**src/rtl/waveform_pkg.sv**
```systemverilog
// Shared types and constants for the waveform converter controller.
// Holds select encodings, the one-hot check and the controller state enum.
package waveform_pkg;

    localparam int unsigned DEF_N_SAMPLES = 256;
    localparam int unsigned DEF_DATA_W    = 8;
    localparam int unsigned DEF_TIMEOUT   = 64;
    localparam int unsigned SEL_W         = 4;

    localparam logic [SEL_W-1:0] SEL_SINE   = 4'b0001;
    localparam logic [SEL_W-1:0] SEL_TRI    = 4'b0010;
    localparam logic [SEL_W-1:0] SEL_SQUARE = 4'b0100;
    localparam logic [SEL_W-1:0] SEL_FM     = 4'b1000;

    typedef enum logic [1:0] {
        IDLE   = 2'd0,
        START  = 2'd1,
        WAIT   = 2'd2,
        STREAM = 2'd3
    } ctrl_state_e;

    // True when exactly one select bit is set.
    function automatic logic is_onehot(input logic [SEL_W-1:0] sel);
        return (sel != '0) && ((sel & (sel - SEL_W'(1))) == '0);
    endfunction

endpackage

```
**src/rtl/waveform_if.sv**
```systemverilog
// Valid/ready sample stream from the waveform controller toward the filter.
interface waveform_if
    import waveform_pkg::*;
#(
    parameter int unsigned DATA_W = DEF_DATA_W
) ();

    logic [DATA_W-1:0] sample_out;
    logic              sample_valid;
    logic              sample_ready;
    logic              sample_last;

    modport master (
        output sample_out,
        output sample_valid,
        output sample_last,
        input  sample_ready
    );

    modport slave (
        input  sample_out,
        input  sample_valid,
        input  sample_last,
        output sample_ready
    );

endinterface

```
**src/rtl/waveform_ctrl.sv**
```systemverilog
// Sequences the waveform converter (select, start, ready wait) and streams
// the converted frame out, optionally replaying it in loop mode.
module waveform_ctrl
    import waveform_pkg::*;
#(
    parameter int unsigned N_SAMPLES = DEF_N_SAMPLES,
    parameter int unsigned DATA_W    = DEF_DATA_W,
    parameter int unsigned TIMEOUT   = DEF_TIMEOUT
) (
    input  logic                          clk,
    input  logic                          rst,
    input  logic [SEL_W-1:0]              sw,
    input  logic                          go,
    input  logic                          stop,
    input  logic                          loop,
    output logic [SEL_W-1:0]              conv_sel,
    output logic                          conv_start,
    input  logic                          conv_rdy,
    output logic [$clog2(N_SAMPLES)-1:0]  rd_addr,
    input  logic [DATA_W-1:0]             rd_data,
    output logic                          busy,
    output logic                          sel_err,
    output logic                          tmo_err,
    waveform_if.master                    strm
);

    localparam int unsigned AW = $clog2(N_SAMPLES);
    localparam int unsigned CW = $clog2(TIMEOUT + 1);
    localparam logic [AW-1:0] LAST_IDX = AW'(N_SAMPLES - 1);
    localparam logic [CW-1:0] TMO_LAST = CW'(TIMEOUT - 1);

    ctrl_state_e   state;
    logic [CW-1:0] wait_cnt;
    logic          hs_last;
    logic          reselect;

    assign hs_last  = strm.sample_valid && strm.sample_ready && strm.sample_last;
    assign reselect = is_onehot(sw) && (sw != conv_sel);

    // rd_addr doubles as the index of the next sample to load.
    always_ff @(posedge clk) begin
        if (rst) begin
            state             <= IDLE;
            wait_cnt          <= '0;
            conv_sel          <= SEL_SINE;
            conv_start        <= 1'b0;
            rd_addr           <= '0;
            busy              <= 1'b0;
            sel_err           <= 1'b0;
            tmo_err           <= 1'b0;
            strm.sample_out   <= '0;
            strm.sample_valid <= 1'b0;
            strm.sample_last  <= 1'b0;
        end else begin
            conv_start <= 1'b0;
            if (stop) begin
                state             <= IDLE;
                busy              <= 1'b0;
                rd_addr           <= '0;
                strm.sample_valid <= 1'b0;
                strm.sample_last  <= 1'b0;
            end else begin
                case (state)
                    IDLE: begin
                        if (go) begin
                            if (is_onehot(sw)) begin
                                conv_sel   <= sw;
                                sel_err    <= 1'b0;
                                tmo_err    <= 1'b0;
                                conv_start <= 1'b1;
                                busy       <= 1'b1;
                                state      <= START;
                            end else begin
                                sel_err <= 1'b1;
                            end
                        end
                    end
                    START: begin
                        wait_cnt <= '0;
                        state    <= WAIT;
                    end
                    // First WAIT cycle ignores a ready left over from a prior conversion.
                    WAIT: begin
                        if ((wait_cnt != '0) && conv_rdy) begin
                            rd_addr <= '0;
                            state   <= STREAM;
                        end else if (wait_cnt == TMO_LAST) begin
                            tmo_err <= 1'b1;
                            busy    <= 1'b0;
                            state   <= IDLE;
                        end else if (wait_cnt != '1) begin
                            wait_cnt <= wait_cnt + CW'(1);
                        end
                    end
                    STREAM: begin
                        if (hs_last && !loop) begin
                            busy              <= 1'b0;
                            strm.sample_valid <= 1'b0;
                            strm.sample_last  <= 1'b0;
                            state             <= IDLE;
                        end else if (hs_last && reselect) begin
                            conv_sel          <= sw;
                            conv_start        <= 1'b1;
                            strm.sample_valid <= 1'b0;
                            strm.sample_last  <= 1'b0;
                            state             <= START;
                        end else if (!strm.sample_valid || strm.sample_ready) begin
                            strm.sample_out   <= rd_data;
                            strm.sample_valid <= 1'b1;
                            strm.sample_last  <= (rd_addr == LAST_IDX);
                            rd_addr           <= rd_addr + AW'(1);
                        end
                    end
                    default: state <= IDLE;
                endcase
            end
        end
    end

endmodule

```
**src/flat_wrapper.sv**
```systemverilog
// flat-port wrapper written by rule: the top's interface ports become plain ports
module waveform_ctrl_flat import waveform_pkg::*;
#(
    parameter int unsigned N_SAMPLES = DEF_N_SAMPLES,
    parameter int unsigned DATA_W    = DEF_DATA_W,
    parameter int unsigned TIMEOUT   = DEF_TIMEOUT
)
  (clk, rst, sw, go, stop, loop, conv_sel, conv_start, conv_rdy, rd_addr, rd_data, busy, sel_err, tmo_err, strm_sample_out, strm_sample_valid, strm_sample_last, strm_sample_ready);
  waveform_if #(.DATA_W(DATA_W)) strm_i ();
  input  logic clk;
  input  logic rst;
  input  logic [SEL_W-1:0] sw;
  input  logic go;
  input  logic stop;
  input  logic loop;
  output logic [SEL_W-1:0] conv_sel;
  output logic conv_start;
  input  logic conv_rdy;
  output logic [$clog2(N_SAMPLES)-1:0] rd_addr;
  input  logic [DATA_W-1:0] rd_data;
  output logic busy;
  output logic sel_err;
  output logic tmo_err;
  output wire logic [$bits(strm_i.sample_out)-1:0] strm_sample_out;
  output wire logic [$bits(strm_i.sample_valid)-1:0] strm_sample_valid;
  output wire logic [$bits(strm_i.sample_last)-1:0] strm_sample_last;
  input wire logic [$bits(strm_i.sample_ready)-1:0] strm_sample_ready;
  assign strm_sample_out = strm_i.sample_out;
  assign strm_sample_valid = strm_i.sample_valid;
  assign strm_sample_last = strm_i.sample_last;
  assign strm_i.sample_ready = strm_sample_ready;
  waveform_ctrl #(.N_SAMPLES(N_SAMPLES), .DATA_W(DATA_W), .TIMEOUT(TIMEOUT)) u_core (.clk(clk), .rst(rst), .sw(sw), .go(go), .stop(stop), .loop(loop), .conv_sel(conv_sel), .conv_start(conv_start), .conv_rdy(conv_rdy), .rd_addr(rd_addr), .rd_data(rd_data), .busy(busy), .sel_err(sel_err), .tmo_err(tmo_err), .strm(strm_i));
endmodule
```
**config.mk**
```make
export PLATFORM = sky130hd
export DESIGN_NAME = waveform_ctrl_flat
export DESIGN_NICKNAME = d
export VERILOG_FILES = /design/src/rtl/waveform_pkg.sv /design/src/rtl/waveform_if.sv /design/src/rtl/waveform_ctrl.sv /design/src/flat_wrapper.sv
export SDC_FILE = /design/constraint.sdc
export NUM_CORES = 1
export LEC_CHECK = 0
export BUFFER_PORTS_ARGS = -buffer_cell sky130_fd_sc_hd__buf_2
export CELL_PAD_IN_SITES_DETAIL_PLACEMENT = 1
export CELL_PAD_IN_SITES_GLOBAL_PLACEMENT = 1
export CORE_MARGIN = 2
export CORE_UTILIZATION = 43
export DETAILED_ROUTE_END_ITERATION = 12
export PLACE_DENSITY = 0.9
export SLEW_MARGIN = 20
export SYNTH_ARGS = -nofsm -noshare
export SYNTH_HDL_FRONTEND = slang
export SYNTH_SLANG_ARGS = --single-unit
export TNS_END_PERCENT = 50
```
**constraint.sdc**
```tcl
create_clock -name clk -period 6.85 [get_ports clk]
set_clock_uncertainty 0.15 [all_clocks]
set_input_delay 1.37 -clock clk [delete_from_list [all_inputs] [get_ports clk]]
set_output_delay 1.37 -clock clk [all_outputs]
set_load 0.02 [all_outputs]
```
==> results.tsv, run 1 <==
stage	metric	value	unit
global_routing	vias in the first global route	1891	
floorplan	width of the die	71.29	um
routing	First-pass DRT Iterations	4	
setup_path	Worst setup EP type	flip-flop	
floorplan	die area	0.005082	mm^2
clocking	clock sink total	35	
status	status	finished clean	
synthesis	ranking of synthesized cells by area	dfxtp_1 36%, mux2i_1 9.3%, a21oi_1 4.1%	
hold_path	worst hold path class	reg -> reg	
synthesis	sequential fraction of the synthesis area	35.99	%
setup_path	CP required	6920	ps
timing	Final WS setup	3695	ps
routing	DRC errors left	0	
synthesis	Post-synth ARST share	0	%
floorplan	Top Ports	45	
global_routing	largest net degree at the start of global routing	24	
synthesis	syn nets	245	
placed_design	PortBufs	44	
final_layout	diode count	0	
global_routing	initial antenna violation count	0	
final_layout	Final Instance Area	0.002322	mm^2
synthesis	syn avg cell area	8.849	um^2
setup_path	Critical Path AT	3230	ps
routing	drt wl/cell	15.98	um
synthesis	Mapped Cells	220	
clocking	worst skew pair latency	280	ps
timing	Final Critical Period	3155	ps
timing	final setup vio count	0	
placed_design	DP Area	0.002205	mm^2
clocking	H-tree levels	2	
clocking	PostCTS Resize Cnt	0	
floorplan	Die Y	71.29	um
floorplan	starting density of the core	44.71	%
timing	Slew headroom	42.69	%
power	static leakage	0.0009569	uW
routing	via count	1842	
routing	ANT nets after route	0	
global_routing	grt ovf	0	
final_layout	Final Util	53.33	%
clocking	post-CTS setup buffers	0	
synthesis	Yosys warning count	0	
setup_path	Worst Setup Path Type	in -> reg	
floorplan	Core Area	0.004354	mm^2
placed_design	pre-CTS WS	3380	ps
synthesis	Synth Register Bits	35	
timing	RSZ-0062 raised after global routing	no	
synthesis	Synth cell types	47	
routing	Vias/cell	5.811	
floorplan	FP Rows	24	
timing	Slew @ Worst Pin	859.6	ps
clocking	clock-pin slew on the worst setup and hold paths	70	ps
final_layout	synthesis-to-layout area growth	19.28	%
timing	setup TNS	0	ps
timing	final hold vios	0	
routing	DR iter-0 viols	115	
timing	WHS	331.0	ps
synthesis	Mapped Area	0.001947	mm^2
final_layout	share of layout cells above drive strength 1	23.77	%
global_routing	first-pass GRT wire length	8.376	mm
placed_design	RePlAce Congestion	0.7820	
placed_design	DPL Wire Length	3.812	mm
setup_path	startpoint types	input port	
clocking	Max clock buf depth	2	
final_layout	fillers	532	
timing	Peak Freq	317.0	MHz
global_routing	Tot GR Track Use	20.58	%
timing	Tcrit/Tclk final	46.06	%
synthesis	ys flop type	dfxtp_1	
synthesis	Post-synth EDFFs	0	
timing	max-slew violations	0	
synthesis	top-area cell type share of the netlist area	35.99	%
synthesis	area leader, netlist	dfxtp_1	
clocking	CTS Buf Count	5	
clocking	CTS tree	done	
power	cell area power density	187.6	mW/mm^2
final_layout	fin nets	289	
job	max_cap viols	0	
setup_path	CP max FO	7	
clocking	CTS root buf	clkbuf_8	
clocking	# hold bufs at CTS	0	
power	VDD IR-drop max	0.1222	mV
routing	WL final	5.067	mm
-- flip-flops by register name (all words and copies together) (netlist names) --
name,cells
u_core.rd_addr,8
u_core.strm.sample_out,8
u_core.wait_cnt,7
u_core.conv_sel,4
u_core.state,2
u_core.busy,1
u_core.conv_start,1
u_core.sel_err,1
u_core.strm.sample_last,1
u_core.strm.sample_valid,1
u_core.tmo_err,1
-- worst max-delay path, stage by stage --
cell      delay (ps)
buf_2            140
or4b_2           700
o311ai_2         180
a21o_2           290
nor3b_4          340
mux2i_1          210
-- worst paths after layout --
| check | startpoint | to | slack, ps | cells after the start |
|---|---|---|---|---|
| setup reg to reg | u_core.wait_cnt[0] | u_core.rd_addr[5] | 4180 | 7 |
| hold reg to reg | u_core.sel_err | u_core.sel_err | 330 | 2 |
| setup / recovery | sw[0] | u_core.conv_sel[0] | 3690 | 6 |
| hold / removal | u_core.sel_err | u_core.sel_err | 330 | 2 |
-- routing by layer --
| layer | share of wire (%) | vias to the layer above | track usage, % |
|---|---|---|---|
| met1 | 45 | 888 | 25.18 |
| li1 | - | 906 | - |
| met4 | 0.43 | 0 | 5.660 |
| met2 | 51 | 44 | 36.73 |
| met5 | 0 | - | 0 |
| met3 | 3.7 | 4 | 4.079 |
-- kinds of logic (layout without fill, tap and decap cells) --
family / Yosys count / count (layout) / synth area share (%)
XOR/XNOR: 5 / 5 / 2.249
AND/OR/NAND/NOR: 87 / 87 / 26.03
AO/OA/AOI/OAI: 51 / 51 / 19.09
multiplexers: 18 / 18 / 9.254
flip-flops: 35 / 35 / 35.99
buffers and inverters: 18 / 63 / 3.534
adder cells (fa/ha/maj): 6 / 6 / 3.856
-- where the power goes --
part / leakage [uW] / total [uW] / switching [uW] / internal (uW)
Combinational: 0.000613 / 36.8 / 22.5 / 14.3
Sequential: 0.000282 / 207 / 1.37 / 205
Clock: 0.0000612 / 192 / 74.5 / 118
Total: 0.000957 / 436 / 98.4 / 337
-- stage by stage --
step                total power, uW  cells
finish                        435.7    317
global route                  453.4    317
CTS                           439.4    317
detailed placement            248.2    309
global placement              246.7    309
floorplan                     233.5    220
-- final cells by class --
class | instances | area (um^2) | share of cell area (%)
repair buffers | 44 | 220.2 | 9.483
inverters | 11 | 41.29 | 1.778
clock buffers | 6 | 82.58 | 3.556
well taps | 52 | 65.06 | 2.802
clock inverters | 2 | 35.03 | 1.509
flip-flops and latches | 35 | 700.7 | 30.17
multi-input cells | 167 | 1177 | 50.70
-- Yosys cell counts (all sizes together) (3+ instances only) --
library cell and instances:
nand4 8, and3 6, dfxtp 35, nand2b 12
nor4 5, ha 6, nand2 10, inv 11
nand3 10, o21ai 8, mux2i 18, xnor2 5
nor2 16, o31ai 7, or4 4, a21oi 16
clkbuf 6, or4b 3, nor2b 4
-- cells in the final DEF, fill, tap and decap left out, drive strengths merged, types with 2 or more instances in the layout --
cell type and n:
a21o 2, a21oi 16, a311oi 2, a31oi 2, a41o 2, and3 6, buf 44, clkbuf 6
dfxtp 35, ha 6, inv 11, mux2i 18, nand2 10, nand2b 12, nand3 10, nand3b 2
nand4 8, nor2 16, nor2b 4, nor3b 2, nor4 5, o21a 2, o21ai 8, o311ai 2
o31ai 7, or4 4, or4b 3, xnor2 5
(Power assumes the default switching activity.)
==> run 2, diff against run 1 <==
--- a/config.mk
+++ b/config.mk
@@ -5,13 +5,14 @@
 export SDC_FILE = /design/constraint.sdc
 export NUM_CORES = 1
 export LEC_CHECK = 0
+export ABC_AREA = 1
 export BUFFER_PORTS_ARGS = -buffer_cell sky130_fd_sc_hd__buf_2
 export CELL_PAD_IN_SITES_DETAIL_PLACEMENT = 1
 export CELL_PAD_IN_SITES_GLOBAL_PLACEMENT = 1
 export CORE_MARGIN = 2
-export CORE_UTILIZATION = 43
+export CORE_UTILIZATION = 34
 export DETAILED_ROUTE_END_ITERATION = 12
-export PLACE_DENSITY = 0.9
+export PLACE_DENSITY = 0.81
 export SLEW_MARGIN = 20
 export SYNTH_ARGS = -nofsm -noshare
 export SYNTH_HDL_FRONTEND = slang
==> constraint.sdc (replaced) <==
create_clock -name clk -period 2.6 [get_ports clk]
set_clock_uncertainty 0.15 [all_clocks]
set_input_delay 0.52 -clock clk [delete_from_list [all_inputs] [get_ports clk]]
set_output_delay 0.52 -clock clk [all_outputs]
set_load 0.02 [all_outputs]
==> run 2 against run 1 <==
Net effect: core utilization shrank 12 points; final area grew 4.7%; cell count grew 36%; routed wire length grew 7.2%; largest power group unchanged.
==> results.tsv, run 2 <==
stage	metric	value	unit	change
power	Logic pwr share	11.3	%	was 8.4%
clocking	worst skew pair latency	290	ps	was 280 ps
global_routing	largest net degree at the start of global routing	17		was 24
setup_path	CP max FO	11		was 7
timing	WHS	310.1	ps	was 331.0 ps
floorplan	FP Rows	28		was 24
global_routing	first-pass GRT wire length	9.211	mm	was 8.376 mm
synthesis	top-count cell post-synth	nand2_1		was dfxtp_1
timing	final setup vio count	0		unchanged
floorplan	Die Y	81.50	um	was 71.29 um
power	VDD IR-drop max	0.1804	mV	was 0.1222 mV
routing	WL final	5.433	mm	was 5.067 mm
placed_design	DPL Wire Length	4.271	mm	was 3.812 mm
routing	DRC errors left	0		unchanged
global_routing	vias in the first global route	2041		was 1891
timing	max-slew violations	0		unchanged
floorplan	width of the die	81.50	um	was 71.29 um
final_layout	diode count	0		unchanged
timing	final hold vios	0		unchanged
clocking	CTS Buf Count	5		unchanged
synthesis	Synth Register Bits	35		unchanged
clocking	H-tree levels	2		unchanged
clocking	CTS root buf	clkbuf_8		unchanged
status	status	finished clean		unchanged
synthesis	sequential fraction of the synthesis area	34.31	%	was 35.99%
clocking	clock-pin slew on the worst setup and hold paths	70	ps	about the same
final_layout	share of layout cells above drive strength 1	20.79	%	was 23.77%
routing	ANT nets after route	0		unchanged
global_routing	initial antenna violation count	0		unchanged
routing	Vias/cell	4.868		was 5.811
setup_path	startpoint types	flip-flop		was input port
timing	setup TNS	0	ps	unchanged
clocking	Max clock buf depth	2		unchanged
global_routing	most crowded layer after global routing	met2		unchanged
clocking	# hold bufs at CTS	0		unchanged
setup_path	Worst Setup Path Type	reg -> reg		was in -> reg
synthesis	syn nets	334		was 245
power	register share of total power	49.2	%	was 47.4%
power	Sw Share	26.01	%	was 22.57%
synthesis	Synth top cells by count	83 x nand2_1, 43 x nor2_1, 35 x dfxtp_1, 30 x inv_1, 29 x a21oi_1		was 35 x dfxtp_1, 18 x mux2i_1, 16 x a21oi_1, 16 x nor2_1, 12 x nand2b_1
job	max_cap viols	0		unchanged
final_layout	fin nets	380		was 289
floorplan	starting density of the core	34.90	%	was 44.71%
global_routing	GR Util met2	32.38	%	was 36.73%
synthesis	Mapped Area	0.002042	mm^2	was 0.001947 mm^2
synthesis	Mapped Cells	309		was 220
hold_path	Hold Crit Depth	2		unchanged
global_routing	Tot GR Track Use	17.78	%	was 20.58%
setup_path	Critical Path AT	2140	ps	was 3230 ps
final_layout	highest-count cells in the layout ignoring fill and taps	83 x nand2_1, 44 x buf_2, 43 x nor2_1		was 44 x buf_2, 35 x dfxtp_1, 18 x mux2i_1
setup_path	CP required	2610	ps	was 6920 ps
routing	First-pass DRT Iterations	4		unchanged
routing	DR iter-0 viols	61		was 115
routing	via count	2098		was 1842
hold_path	worst hold path class	reg -> reg		unchanged
synthesis	ys flop type	dfxtp_1		unchanged
final_layout	Regs by FF count	u_core.rd_addr (8), u_core.strm.sample_out (8), u_core.wait_cnt (7)		unchanged
routing	drt wl/cell	12.61	um	was 15.98 um
floorplan	Top Ports	45		unchanged
global_routing	met1 usage	21.00	%	was 25.18%
timing	Peak Freq	469.4	MHz	
setup_path	Worst R2R Path Depth	8		was 7
synthesis	ranking of synthesized cells by area	dfxtp_1 34%, nand2_1 15%, nor2_1 7.9%		was dfxtp_1 36%, mux2i_1 9.3%, a21oi_1 4.1%
synthesis	syn avg cell area	6.608	um^2	was 8.849 um^2
floorplan	Core Area	0.005851	mm^2	was 0.004354 mm^2
synthesis	Yosys warning count	0		unchanged
placed_design	RePlAce Congestion	0.7809		was 0.7820
timing	Slew headroom	69.80	%	was 42.69%
final_layout	synthesis-to-layout area growth	19.06	%	was 19.28%
timing	Final Critical Period	2130	ps	
power	cell area power density	461.4	mW/mm^2	was 187.6 mW/mm^2
clocking	clock sink total	35		unchanged
power	net switching power	291.7	uW	was 98.36 uW
power	Clock power frac	39.5	%	was 44.1%
power	internal power	830.0	uW	was 337.4 uW
clocking	post-CTS setup buffers	0		unchanged
final_layout	most common cell after layout, fill and taps aside	nand2_1		was buf_2
clocking	PostCTS Resize Cnt	0		unchanged
global_routing	met3 usage	3.516	%	was 4.079%
floorplan	die area	0.006641	mm^2	was 0.005082 mm^2
timing	Tcrit/Tclk final	81.94	%	
placed_design	PortBufs	44		unchanged
clocking	CTS tree	done		unchanged
synthesis	Post-synth EDFFs	0		unchanged
final_layout	Final Util	41.55	%	was 53.33%
setup_path	Worst setup EP type	flip-flop		unchanged
synthesis	Synth cell types	29		was 47
power	static leakage	0.001090	uW	was 0.0009569 uW
timing	RSZ-0062 raised after global routing	no		unchanged
global_routing	grt ovf	0		unchanged
synthesis	Post-synth ARST share	0	%	unchanged
synthesis	area leader, netlist	dfxtp_1		unchanged
synthesis	top-area cell type share of the netlist area	34.31	%	was 35.99%
timing	Slew @ Worst Pin	452.5	ps	was 859.6 ps
[run 2: cell count changes in the layout (fill, tap and decap cells not counted), moves of 11 or more]
| cell | before | now |
|---|---|---|
| nor2_1 | 16 | 43 |
| inv_1 | 11 | 30 |
| nand2_1 | 10 | 83 |
| mux2i_1 | 18 | 0 |
| nand2b_1 | 12 | 0 |
| nand3_1 | 10 | 21 |
| a21oi_1 | 16 | 29 |
[run 2: path summary, 6_finish.rpt]
kind	from	endpoint	slack (ps)
setup / recovery	u_core.state[1]	u_core.strm.sample_out[0]	470
hold / removal	u_core.tmo_err	u_core.tmo_err	310
setup reg to reg	u_core.state[1]	u_core.strm.sample_out[0]	470
hold reg to reg	u_core.tmo_err	u_core.tmo_err	310
[run 2: area by class of cell]
cell class | count | area [um^2]
Tap cell | 75 | 93.84
Clock buffer | 8 | 100.1
Sequential cell | 35 | 700.7
Timing Repair Buffer | 46 | 235.2
Multi-Input combinational cell | 230 | 1161
Inverter | 37 | 140.1
Fill cell | 813 | 3420
[run 2: logic make-up after synthesis]
| group | Yosys count | share of synthesized area, % |
|---|---|---|
| AO/OA/AOI/OAI | 39 | 10.05 |
| buffers and inverters | 44 | 8.823 |
| flip-flops | 35 | 34.31 |
| adder cells (fa/ha/maj) | 6 | 3.676 |
| XOR/XNOR | 8 | 3.432 |
| AND/OR/NAND/NOR | 177 | 39.71 |
[run 2: power groups by stage]
stage / Sequential (uW) / Clock, uW / Combinational [uW]
after floorplan: 571 / 0 / 74.0
after global placement: 564 / 0 / 122
after detailed placement: 564 / 0 / 128
after CTS: 552 / 459 / 129
after global routing: 553 / 487 / 144
final: 552 / 443 / 127
[run 2: per-layer routing]
metal / routed length [um] / part of all wire, %
met1: 2395 / 44
met2: 2775 / 51
met3: 197 / 3.6
met4: 63 / 1.2
met5: 0 / 0
[run 2: per-stage QoR]
stage	area, um^2	cells	setup slack [ps]	total power [uW]
floorplan	2042	309	935.4	645.2
global placement	2331	423	524.1	686.6
detailed placement	2331	423	484.5	692.1
CTS	2431	431	465.8	1139
global route	2431	431	255.4	1184
finish	2431	431	469.6	1122
[run 2: worst max-delay path, stage by stage, from the launching register on]
cell,delay [ps]
dfxtp_1,410
ha_1,380
inv_2,180
a21oi_2,150
nand2_1,80
inv_1,260
nand3_2,210
nand2_1,110
a21oi_1,60
==> run 3, diff against run 2 <==
--- a/config.mk
+++ b/config.mk
@@ -10,9 +10,9 @@
 export CELL_PAD_IN_SITES_DETAIL_PLACEMENT = 1
 export CELL_PAD_IN_SITES_GLOBAL_PLACEMENT = 1
 export CORE_MARGIN = 2
-export CORE_UTILIZATION = 34
+export CORE_UTILIZATION = 37
 export DETAILED_ROUTE_END_ITERATION = 12
-export PLACE_DENSITY = 0.81
+export PLACE_DENSITY = 0.83
 export SLEW_MARGIN = 20
 export SYNTH_ARGS = -nofsm -noshare
 export SYNTH_HDL_FRONTEND = slang
==> constraint.sdc (replaced) <==
create_clock -name clk -period 2.1 [get_ports clk]
set_clock_uncertainty 0.15 [all_clocks]
set_input_delay 0.42 -clock clk [delete_from_list [all_inputs] [get_ports clk]]
set_output_delay 0.42 -clock clk [all_outputs]
set_load 0.02 [all_outputs]
==> run 3 against run 2 <==
Net effect: largest cell class unchanged; via count grew 2.3%; non-clock buffer count is 4 higher; count of clock-buffer cells in the layout decreased by 3.
==> results.tsv, run 3 (synthesis results as in run 2) <==
stage	metric	value	unit	change
status	status	finished clean		unchanged
global_routing	met3 usage	3.793	%	was 3.516%
setup_path	Setup crit start	u_core.state[1]		unchanged
setup_path	Worst setup EP type	flip-flop		unchanged
global_routing	first-pass GRT wire length	9.673	mm	was 9.211 mm
global_routing	met1 usage	23.49	%	was 21.00%
final_layout	Final Util	45.69	%	was 41.55%
setup_path	Worst Setup Path Type	reg -> reg		unchanged
clocking	CTS root buf	clkbuf_8		unchanged
setup_path	Critical Path AT	1940	ps	was 2140 ps
global_routing	vias in the first global route	2161		was 2041
floorplan	starting density of the core	37.78	%	was 34.90%
power	VDD IR-drop max	0.3992	mV	was 0.1804 mV
clocking	post-CTS setup buffers	0		unchanged
final_layout	highest-count cells in the layout ignoring fill and taps	83 x nand2_1, 44 x buf_2, 43 x nor2_1		unchanged
timing	final setup vio count	0		unchanged
global_routing	initial antenna violation count	0		unchanged
timing	Final Critical Period	1895	ps	was 2130 ps
placed_design	Placed Instances	424		was 423
final_layout	share of layout cells above drive strength 1	21.94	%	was 20.79%
power	cell area power density	597.1	mW/mm^2	was 461.4 mW/mm^2
floorplan	Die Y	78.29	um	was 81.50 um
timing	final hold vios	0		unchanged
timing	RSZ-0062 raised after global routing	no		unchanged
placed_design	pre-CTS WS	245.5	ps	was 484.5 ps
floorplan	width of the die	78.29	um	was 81.50 um
clocking	# hold bufs at CTS	0		unchanged
timing	Final WS setup	204.7	ps	was 469.6 ps
floorplan	Top Ports	45		unchanged
global_routing	largest net degree at the start of global routing	17		unchanged
global_routing	GR Util met2	35.69	%	was 32.38%
floorplan	Core Area	0.005405	mm^2	was 0.005851 mm^2
global_routing	Tot GR Track Use	19.54	%	was 17.78%
clocking	worst skew pair latency	300	ps	was 290 ps
clocking	H-tree levels	2		unchanged
floorplan	FP Rows	27		was 28
final_layout	Regs by FF count	u_core.rd_addr (8), u_core.strm.sample_out (8), u_core.wait_cnt (7)		unchanged
final_layout	area of the multi-input gates	0.001161	mm^2	unchanged
routing	DRC errors left	0		unchanged
setup_path	CP required	2150	ps	was 2610 ps
setup_path	CP max FO	10		was 11
clocking	clock sink total	35		unchanged
routing	First-pass DRT Iterations	4		unchanged
timing	Tcrit/Tclk final	90.25	%	was 81.94%
final_layout	most common cell after layout, fill and taps aside	nand2_1		unchanged
final_layout	synthesis-to-layout area growth	20.96	%	was 19.06%
timing	setup TNS	0	ps	unchanged
floorplan	die area	0.006129	mm^2	was 0.006641 mm^2
routing	Vias/cell	4.970		was 4.868
placed_design	PortBufs	44		unchanged
clocking	CTS tree	done		unchanged
timing	Peak Freq	527.6	MHz	was 469.4 MHz
hold_path	Hold Startpoint	rd_data[0]		was u_core.tmo_err
setup_path	startpoint types	flip-flop		unchanged
final_layout	fillers	738		was 813
placed_design	RePlAce Congestion	0.7556		was 0.7809
final_layout	FF/Latch Area	700.7	um^2	unchanged
setup_path	reg-to-reg critical path startpoint	u_core.state[1]		unchanged
routing	via count	2147		was 2098
final_layout	Final Non-Filler Cells	432		was 431
power	static leakage	0.001116	uW	was 0.001090 uW
clocking	clock-pin slew on the worst setup and hold paths	90	ps	was 70 ps
clocking	Max clock buf depth	2		unchanged
final_layout	diode count	0		unchanged
final_layout	fin nets	384		was 380
job	max_cap viols	0		unchanged
placed_design	DPL Wire Length	4.221	mm	was 4.271 mm
global_routing	most crowded layer after global routing	met2		unchanged
timing	max-slew violations	0		unchanged
timing	Slew headroom	77.73	%	was 69.80%
routing	WL final	5.629	mm	was 5.433 mm
routing	drt wl/cell	13.03	um	was 12.61 um
clocking	PostCTS Resize Cnt	0		unchanged
hold_path	worst hold path class	in -> reg		was reg -> reg
timing	Slew @ Worst Pin	334.1	ps	was 452.5 ps
clocking	CTS Buf Count	5		unchanged
routing	DR iter-0 viols	48		was 61
routing	ANT nets after route	0		unchanged
global_routing	grt ovf	0		unchanged
-- run 3: changes by cell type in the layout (fill, tap and decap cells not counted) --
cell	change
bufinv_16	+1
clkinv_2	+1
buf_4	+4
clkbuf_8	-2
clkbuf_1	-1
clkinv_4	+1
-- run 3: routing by layer --
| metal | up-vias | share of wire [%] |
|---|---|---|
| li1 | 1089 | - |
| met1 | 1026 | 46 |
| met2 | 26 | 50 |
| met3 | 6 | 2.6 |
| met4 | 0 | 1.0 |
| met5 | - | 0 |
-- run 3: final cells by class --
type	count	share of cell area [%]
sequential	35	28.37
clock buffer	5	2.786
tap	72	3.647
inverter	37	5.674
timing repair buffer	50	10.74
multi-input combinational	230	47.01
clock inverter	3	1.773
-- run 3: metrics by stage --
| step | instance area, um^2 | total power [uW] | hold WS, ps |
|---|---|---|---|
| 2_1_floorplan | 2042 | 798.8 | 279.0 |
| 5_1_grt | 2470 | 1529 | 252.9 |
| 3_5_place_dp | 2357 | 856.4 | 302.2 |
| 4_1_cts | 2470 | 1487 | 236.3 |
| 6_report | 2470 | 1475 | 237.3 |
| 3_3_place_gp | 2357 | 851.5 | 294.3 |
-- run 3: path summary, 6_finish.rpt --
check,endpoint,slack [ps],depth (start not counted)
worst min register to register,u_core.wait_cnt[6],310,2
worst max register to register,u_core.rd_addr[0],200,10
worst max-delay path,u_core.rd_addr[0],200,10
worst min-delay path,u_core.strm.sample_out[0],240,3
-- run 3: report_power, final --
group          internal [uW]  switching (uW)  leakage [uW]  total (uW)
clock                    354             279     0.0000581         633
combinational           55.2             103      0.000775         158
sequential               674            9.29      0.000283         683
total                   1080             392       0.00112        1470
-- run 3: critical path: stages (launching register included) --
cell and delay, ps:
dfxtp_1 450, ha_1 240, inv_2 110, a21oi_2 140, nand2_1 80, o21ai_0 80, nand2_1 90, clkinv_2 130
nand2_4 100, o21ai_0 160, nor2_1 50
